**src/rtl/arm_mem_pkg.sv**
```systemverilog
// ============================================================================
// Module   : arm_mem_pkg
// Brief    : Shared types and defaults for the MEM-stage SRAM access controller.
// Revision : 1.0 - initial release
// ============================================================================
`default_nettype none

package arm_mem_pkg;

    localparam int DEF_BASE_ADDR   = 1024;
    localparam int DEF_WAIT_CYCLES = 5;

    typedef enum logic [1:0] {
        IDLE = 2'd0,
        LO   = 2'd1,
        HI   = 2'd2,
        DONE = 2'd3
    } mem_state_t;

    typedef enum logic {
        OP_RD = 1'b0,
        OP_WR = 1'b1
    } mem_op_t;

endpackage

`default_nettype wire

```
**src/rtl/mem_wait_timer.sv**
```systemverilog
// ============================================================================
// Module   : mem_wait_timer
// Brief    : Load/enable wait counter; 'last' flags the final cycle of a half.
// Revision : 1.0 - initial release
// ============================================================================
`default_nettype none

module mem_wait_timer
    import arm_mem_pkg::*;
#(
    parameter int WAIT_CYCLES = DEF_WAIT_CYCLES
) (
    input  logic clk,
    input  logic rst_n,
    input  logic load,
    input  logic en,
    output logic last
);

    localparam int c_cnt_w = $clog2(WAIT_CYCLES) + 1;

    logic [c_cnt_w-1:0] r_count;

    assign last = (r_count == c_cnt_w'(WAIT_CYCLES - 1));

    // Wraps to zero on terminal count so the HI half starts fresh after LO.
    always_ff @(posedge clk or negedge rst_n) begin
        if (!rst_n) begin
            r_count <= '0;
        end else if (load) begin
            r_count <= '0;
        end else if (en) begin
            r_count <= last ? '0 : r_count + 1'b1;
        end
    end

endmodule

`default_nettype wire

```
**src/rtl/sram_access_ctrl.sv**
```systemverilog
// ============================================================================
// Module   : sram_access_ctrl
// Brief    : Splits 32-bit MEM-stage loads/stores into two 16-bit SRAM accesses
//            and freezes the pipeline until done. SRAM_STAT_EN adds counters.
// Revision : 1.0 - initial release
// ============================================================================
`default_nettype none

module sram_access_ctrl
    import arm_mem_pkg::*;
#(
    parameter int DATA_W      = 32,
    parameter int SRAM_DW     = 16,
    parameter int SRAM_AW     = 18,
    parameter int BASE_ADDR   = DEF_BASE_ADDR,
    parameter int WAIT_CYCLES = DEF_WAIT_CYCLES
) (
    input  logic               clk,
    input  logic               rst_n,
    input  logic               mem_r_en,
    input  logic               mem_w_en,
    input  logic [DATA_W-1:0]  addr,
    input  logic [DATA_W-1:0]  wdata,
    output logic [DATA_W-1:0]  rdata,
    output logic               ready,
    output logic               freeze,
    output logic [SRAM_AW-1:0] sram_addr,
    output logic [SRAM_DW-1:0] sram_wdata,
    input  logic [SRAM_DW-1:0] sram_rdata,
    output logic               sram_oe_dq,
    output logic               sram_we_n,
    output logic               sram_cs_n
`ifdef SRAM_STAT_EN
    ,
    output logic [15:0]        rd_count,
    output logic [15:0]        wr_count
`endif
);

    mem_state_t        r_state;
    mem_state_t        w_next;
    mem_op_t           r_op;
    logic [DATA_W-1:0] r_off;
    logic [DATA_W-1:0] r_wdata;
    logic [DATA_W-1:0] w_req_off;
    logic [DATA_W-2:0] w_half_addr;
    logic              w_req;
    logic              w_last;
    logic              w_hi;
    logic              w_busy;
    logic              w_unused;

    assign w_req     = mem_r_en | mem_w_en;
    assign w_hi      = (r_state == HI);
    assign w_busy    = (r_state == LO) || (r_state == HI);
    assign freeze    = w_req & (r_state != DONE);
    assign w_req_off = addr - DATA_W'(BASE_ADDR);

    // Halfword address: word index with the half select appended; wraps silently.
    assign w_half_addr = {r_off[DATA_W-1:2], w_hi};
    assign w_unused    = ^{r_off[1:0], w_half_addr[DATA_W-2:SRAM_AW]};

    mem_wait_timer #(
        .WAIT_CYCLES (WAIT_CYCLES)
    ) u_timer (
        .clk   (clk),
        .rst_n (rst_n),
        .load  (r_state == IDLE),
        .en    (w_busy),
        .last  (w_last)
    );

    always_ff @(posedge clk or negedge rst_n) begin
        if (!rst_n) begin
            r_state <= IDLE;
        end else begin
            r_state <= w_next;
        end
    end

    always_comb begin
        w_next     = r_state;
        ready      = 1'b0;
        sram_cs_n  = 1'b1;
        sram_we_n  = 1'b1;
        sram_oe_dq = 1'b0;
        sram_addr  = '0;
        sram_wdata = '0;
        case (r_state)
            IDLE: if (w_req) w_next = LO;
            LO, HI: begin
                if (w_last) w_next = w_hi ? DONE : HI;
                sram_cs_n = 1'b0;
                sram_addr = w_half_addr[SRAM_AW-1:0];
                if (r_op == OP_WR) begin
                    // Strobe released on the final cycle so addr/data are held past it.
                    sram_oe_dq = 1'b1;
                    sram_we_n  = w_last;
                    sram_wdata = w_hi ? r_wdata[DATA_W-1:SRAM_DW] : r_wdata[SRAM_DW-1:0];
                end
            end
            DONE: begin
                w_next = IDLE;
                ready  = 1'b1;
            end
            default: w_next = IDLE;
        endcase
    end

    // A simultaneous load and store is treated as a load.
    always_ff @(posedge clk or negedge rst_n) begin
        if (!rst_n) begin
            r_op    <= OP_RD;
            r_off   <= '0;
            r_wdata <= '0;
        end else if (r_state == IDLE && w_req) begin
            r_op    <= mem_r_en ? OP_RD : OP_WR;
            r_off   <= w_req_off;
            r_wdata <= wdata;
        end
    end

    always_ff @(posedge clk or negedge rst_n) begin
        if (!rst_n) begin
            rdata <= '0;
        end else if (r_op == OP_RD && w_busy && w_last) begin
            if (w_hi) begin
                rdata[DATA_W-1:SRAM_DW] <= sram_rdata;
            end else begin
                rdata[SRAM_DW-1:0] <= sram_rdata;
            end
        end
    end

`ifdef SRAM_STAT_EN
    always_ff @(posedge clk or negedge rst_n) begin
        if (!rst_n) begin
            rd_count <= '0;
            wr_count <= '0;
        end else if (ready) begin
            if (r_op == OP_RD && rd_count != 16'hFFFF) rd_count <= rd_count + 16'd1;
            if (r_op == OP_WR && wr_count != 16'hFFFF) wr_count <= wr_count + 16'd1;
        end
    end
`endif

endmodule

`default_nettype wire

```
**config.mk**
```make
export PLATFORM = sky130hd
export DESIGN_NAME = sram_access_ctrl
export DESIGN_NICKNAME = d
export VERILOG_FILES = /design/src/rtl/arm_mem_pkg.sv /design/src/rtl/mem_wait_timer.sv /design/src/rtl/sram_access_ctrl.sv
export SDC_FILE = /design/constraint.sdc
export NUM_CORES = 1
export LEC_CHECK = 0
export ABC_CLOCK_PERIOD_IN_PS = 2100
export CAP_MARGIN = 40
export CORE_MARGIN = 2
export CORE_UTILIZATION = 39
export CTS_CLUSTER_SIZE = 12
export DETAILED_ROUTE_END_ITERATION = 10
export PLACE_DENSITY = 0.84
export SYNTH_ARGS = -nofsm -noshare
export SYNTH_HDL_FRONTEND = slang
export SYNTH_SLANG_ARGS = --single-unit
export TNS_END_PERCENT = 5
```
**constraint.sdc**
```tcl
create_clock -name clk -period 2.1 [get_ports clk]
set_clock_uncertainty 0.15 [all_clocks]
set_input_delay 0.42 -clock clk [delete_from_list [all_inputs] [get_ports clk]]
set_output_delay 0.42 -clock clk [all_outputs]
set_load 0.01 [all_outputs]
```
==> flow_summary.json <==
{
  "status": "finished, violations left",
  "violations": "negative setup slack",
  "most-common-layout-cells": "nand2_1 (129), clkdlybuf4s50_1 (99), dfrtp_1 (88), buf_2 (35), mux2_2 (32)",
  "track_usage_pct": 18.9,
  "slew_headroom_pct": 69.0,
  "end_kind": "primary output",
  "hold_path_class": "reg2reg",
  "fmax_mhz": 456,
  "mostFrequentLayoutCell": "nand2_1",
  "multiInputGateArea_sq_um": 1710,
  "yosysUniqueCellTypes": 33,
  "p_per_area_nw_per_um2": 1360,
  "synthCells": 390,
  "globalplace.congestion": 0.843,
  "p_leak_nw": 2.75,
  "timing.max_cap.violations": 0,
  "ant_nets": 0,
  "cts.htree.levels": 3,
  "crit_fanout": 10,
  "diodes": 0,
  "core-area_sq_um": 9770,
  "nFillCells": 842,
  "clk_latency_ns": 0.34,
  "grt_max_degree": 47,
  "min_period_ns": 2.19,
  "clockPowerShare_pct": 13.8,
  "clock-root-buffer": "clkbuf_8",
  "drc": 0,
  "cts_inserted_buffers": 9,
  "portBuffers": 139,
  "fin_crit_sh_pct": 104,
  "dieHeight_um": 105,
  "final.setup.tns_ns": -0.757,
  "area_growth_pct": 49.7,
  "switching_share_pct": 38.0,
  "dr_total_vias": 3364,
  "seq_power_share_pct": 35.2,
  "combPwrFrac_pct": 51.1,
  "clkSinkCount": 88,
  "gr-total-overflow": 0,
  "cts_tree": "done",
  "critPathArrivalTime_ns": 1.62,
  "wl_um": 9990,
  "antenna_found_initial": 0,
  "drt-initial-drc-count": 80,
  "syn-num-nets": 480,
  "max-vdd-ir-drop_mv": 0.688,
  "vias_per_cell": 4.83,
  "yosysSeqAreaShare_pct": 55.9,
  "rsz0062_at_grt": "yes",
  "ys_seq_elements": 88,
  "cts.path.max_buffers": 2,
  "dp_hpwl_um": 7350,
  "placementRows": 36,
  "fin_util_pct": 60.4,
  "hold_slack_ns": 0.329,
  "die_w_um": 105,
  "clkSlewWorstSetupHoldPaths_ns": 0.09,
  "synth_area_sq_um": 3940,
  "wl_per_cell_um": 14.4,
  "design.die.area_sq_um": 10900,
  "crit_path_start_kind": "register",
  "nets": 648,
  "grt_pass1_vias": 3475,
  "worstMarginPinSlew_ns": 0.465,
  "setup_ws_ns": -0.0922,
  "p_switching_mw": 3.04,
  "start_util_pct": 40.3,
  "hold_viol": 0,
  "grt_pass1_wl_um": 16800,
  "p_int_mw": 4.96,
  "post-place-ws_ns": -0.277,
  "instances_no_fill": 696,
  "ioPinCount": 155,
  "syn_avg_cell_area_sq_um": 10.1,
  "ys_warn_count": 0,
  "setup_violations": 16,
  "placed_cells_incl_taps": 676,
  "drive_above_1_share_pct": 25.4,
  "final-seq-area_sq_um": 2200,
  "slew_viol_final": 0,
  "cp_data_required_time_ns": 1.53,
  "drt_pass1_iterations": 4,
  "criticalPathCategory": "reg2out"
}
[layer usage]
layer	part of all wire [%]	vias to the layer above	wire length [um]	track usage, %
li1	-	1617	-	-
met1	41	1620	4110	23.0
met2	51	109	5110	33.2
met3	5.7	18	568	3.51
met4	2.0	0	204	6.76
met5	0	-	0	0
[worst max-delay path, stage by stage (launching register included)]
cell and delay [ns]:
dfrtp_1 0.39, buf_4 0.15, ha_4 0.17, buf_12 0.15
mux2i_4 0.18, nor2_2 0.10, buf_2 0.14
[sequential cells by signal, summed over array words and instances (netlist names)]
register         cells
r_off               17
r_op                 1
r_state              2
r_wdata             32
rdata               32
u_timer.r_count      4
[final timing paths]
kind                                 start  slack, ns  depth (start not counted)            end
worst max-delay path            r_state[1]      -0.09                          6  sram_wdata[6]
worst max register to register  r_state[0]       0.03                          8       rdata[4]
worst min register to register    r_off[9]       0.33                          2       r_off[9]
min in group asynchronous            rst_n       0.42                          2       r_off[5]
worst min-delay path              r_off[9]       0.33                          2       r_off[9]
max in group asynchronous            rst_n       0.78                          3     r_wdata[8]
[repair_timing]
item / in CTS / in global routing
resized for setup: 160 / 11
pin swaps: 2 / 3
hold buffers: 1 / 0
endpoints found under the setup margin: 55 / 52
gates cloned: 1 / 0
setup buffers: 2 / 0
endpoints found under the hold margin: 34 / 0
[power groups by stage]
stage	logic (mW)	registers, mW	clock network, mW
global route	4.48	2.90	1.21
global placement	4.16	2.76	0
detailed placement	4.28	2.82	0
CTS	4.09	2.80	1.14
finish	4.09	2.81	1.10
floorplan	1.95	2.84	0
[through the flow]
| step | power, mW | instance area (sq um) |
|---|---|---|
| after global placement | 6.92 | 5770 |
| after detailed placement | 7.10 | 5770 |
| after global routing | 8.60 | 5900 |
| after floorplan | 4.79 | 3940 |
| final | 8.00 | 5900 |
| after CTS | 8.03 | 5880 |
[cell usage after synthesis, drive strengths merged]
cell    number  area share [%]
a31oi        6            0.95
inv          8            0.76
xnor2        1            0.22
nand2b       1            0.16
mux2        32             9.1
buf          5            0.79
ha           6             1.9
nand3b       1            0.19
clkbuf      15             1.4
or4          3            0.67
or3          3            0.48
and3b        1            0.22
nor3b        1            0.19
a21oi        2            0.25
nor2        26             2.5
mux2i       17             4.3
dfrtp       88              56
and2        17             2.7
o31ai        3            0.57
nand2      130              12
xor2         1            0.22
a221o        1            0.25
o22ai        1            0.16
nor4         1            0.54
nor3         2            0.25
or3b         1            0.22
o21a         2            0.38
nand4        1            0.16
nand4b       2            0.60
o21ai       12             1.5
[kinds of logic after synthesis]
kind of cell / share of synthesized area [%]
multiplexers: 13.5
buffers and inverters: 2.98
flip-flops: 55.9
adder cells (fa/ha/maj): 1.90
XOR/XNOR: 0.445
AO/OA/AOI/OAI: 4.10
AND/OR/NAND/NOR: 21.2
[cell type report]
type / count / area share [%]
well taps: 133 / 2.82
clock inverters: 5 / 0.700
flip-flops and latches: 88 / 37.3
inverters: 8 / 0.509
multi-input cells: 274 / 29.0
repair buffers: 177 / 27.0
clock buffers: 11 / 2.57
(Power assumes the default switching activity.)
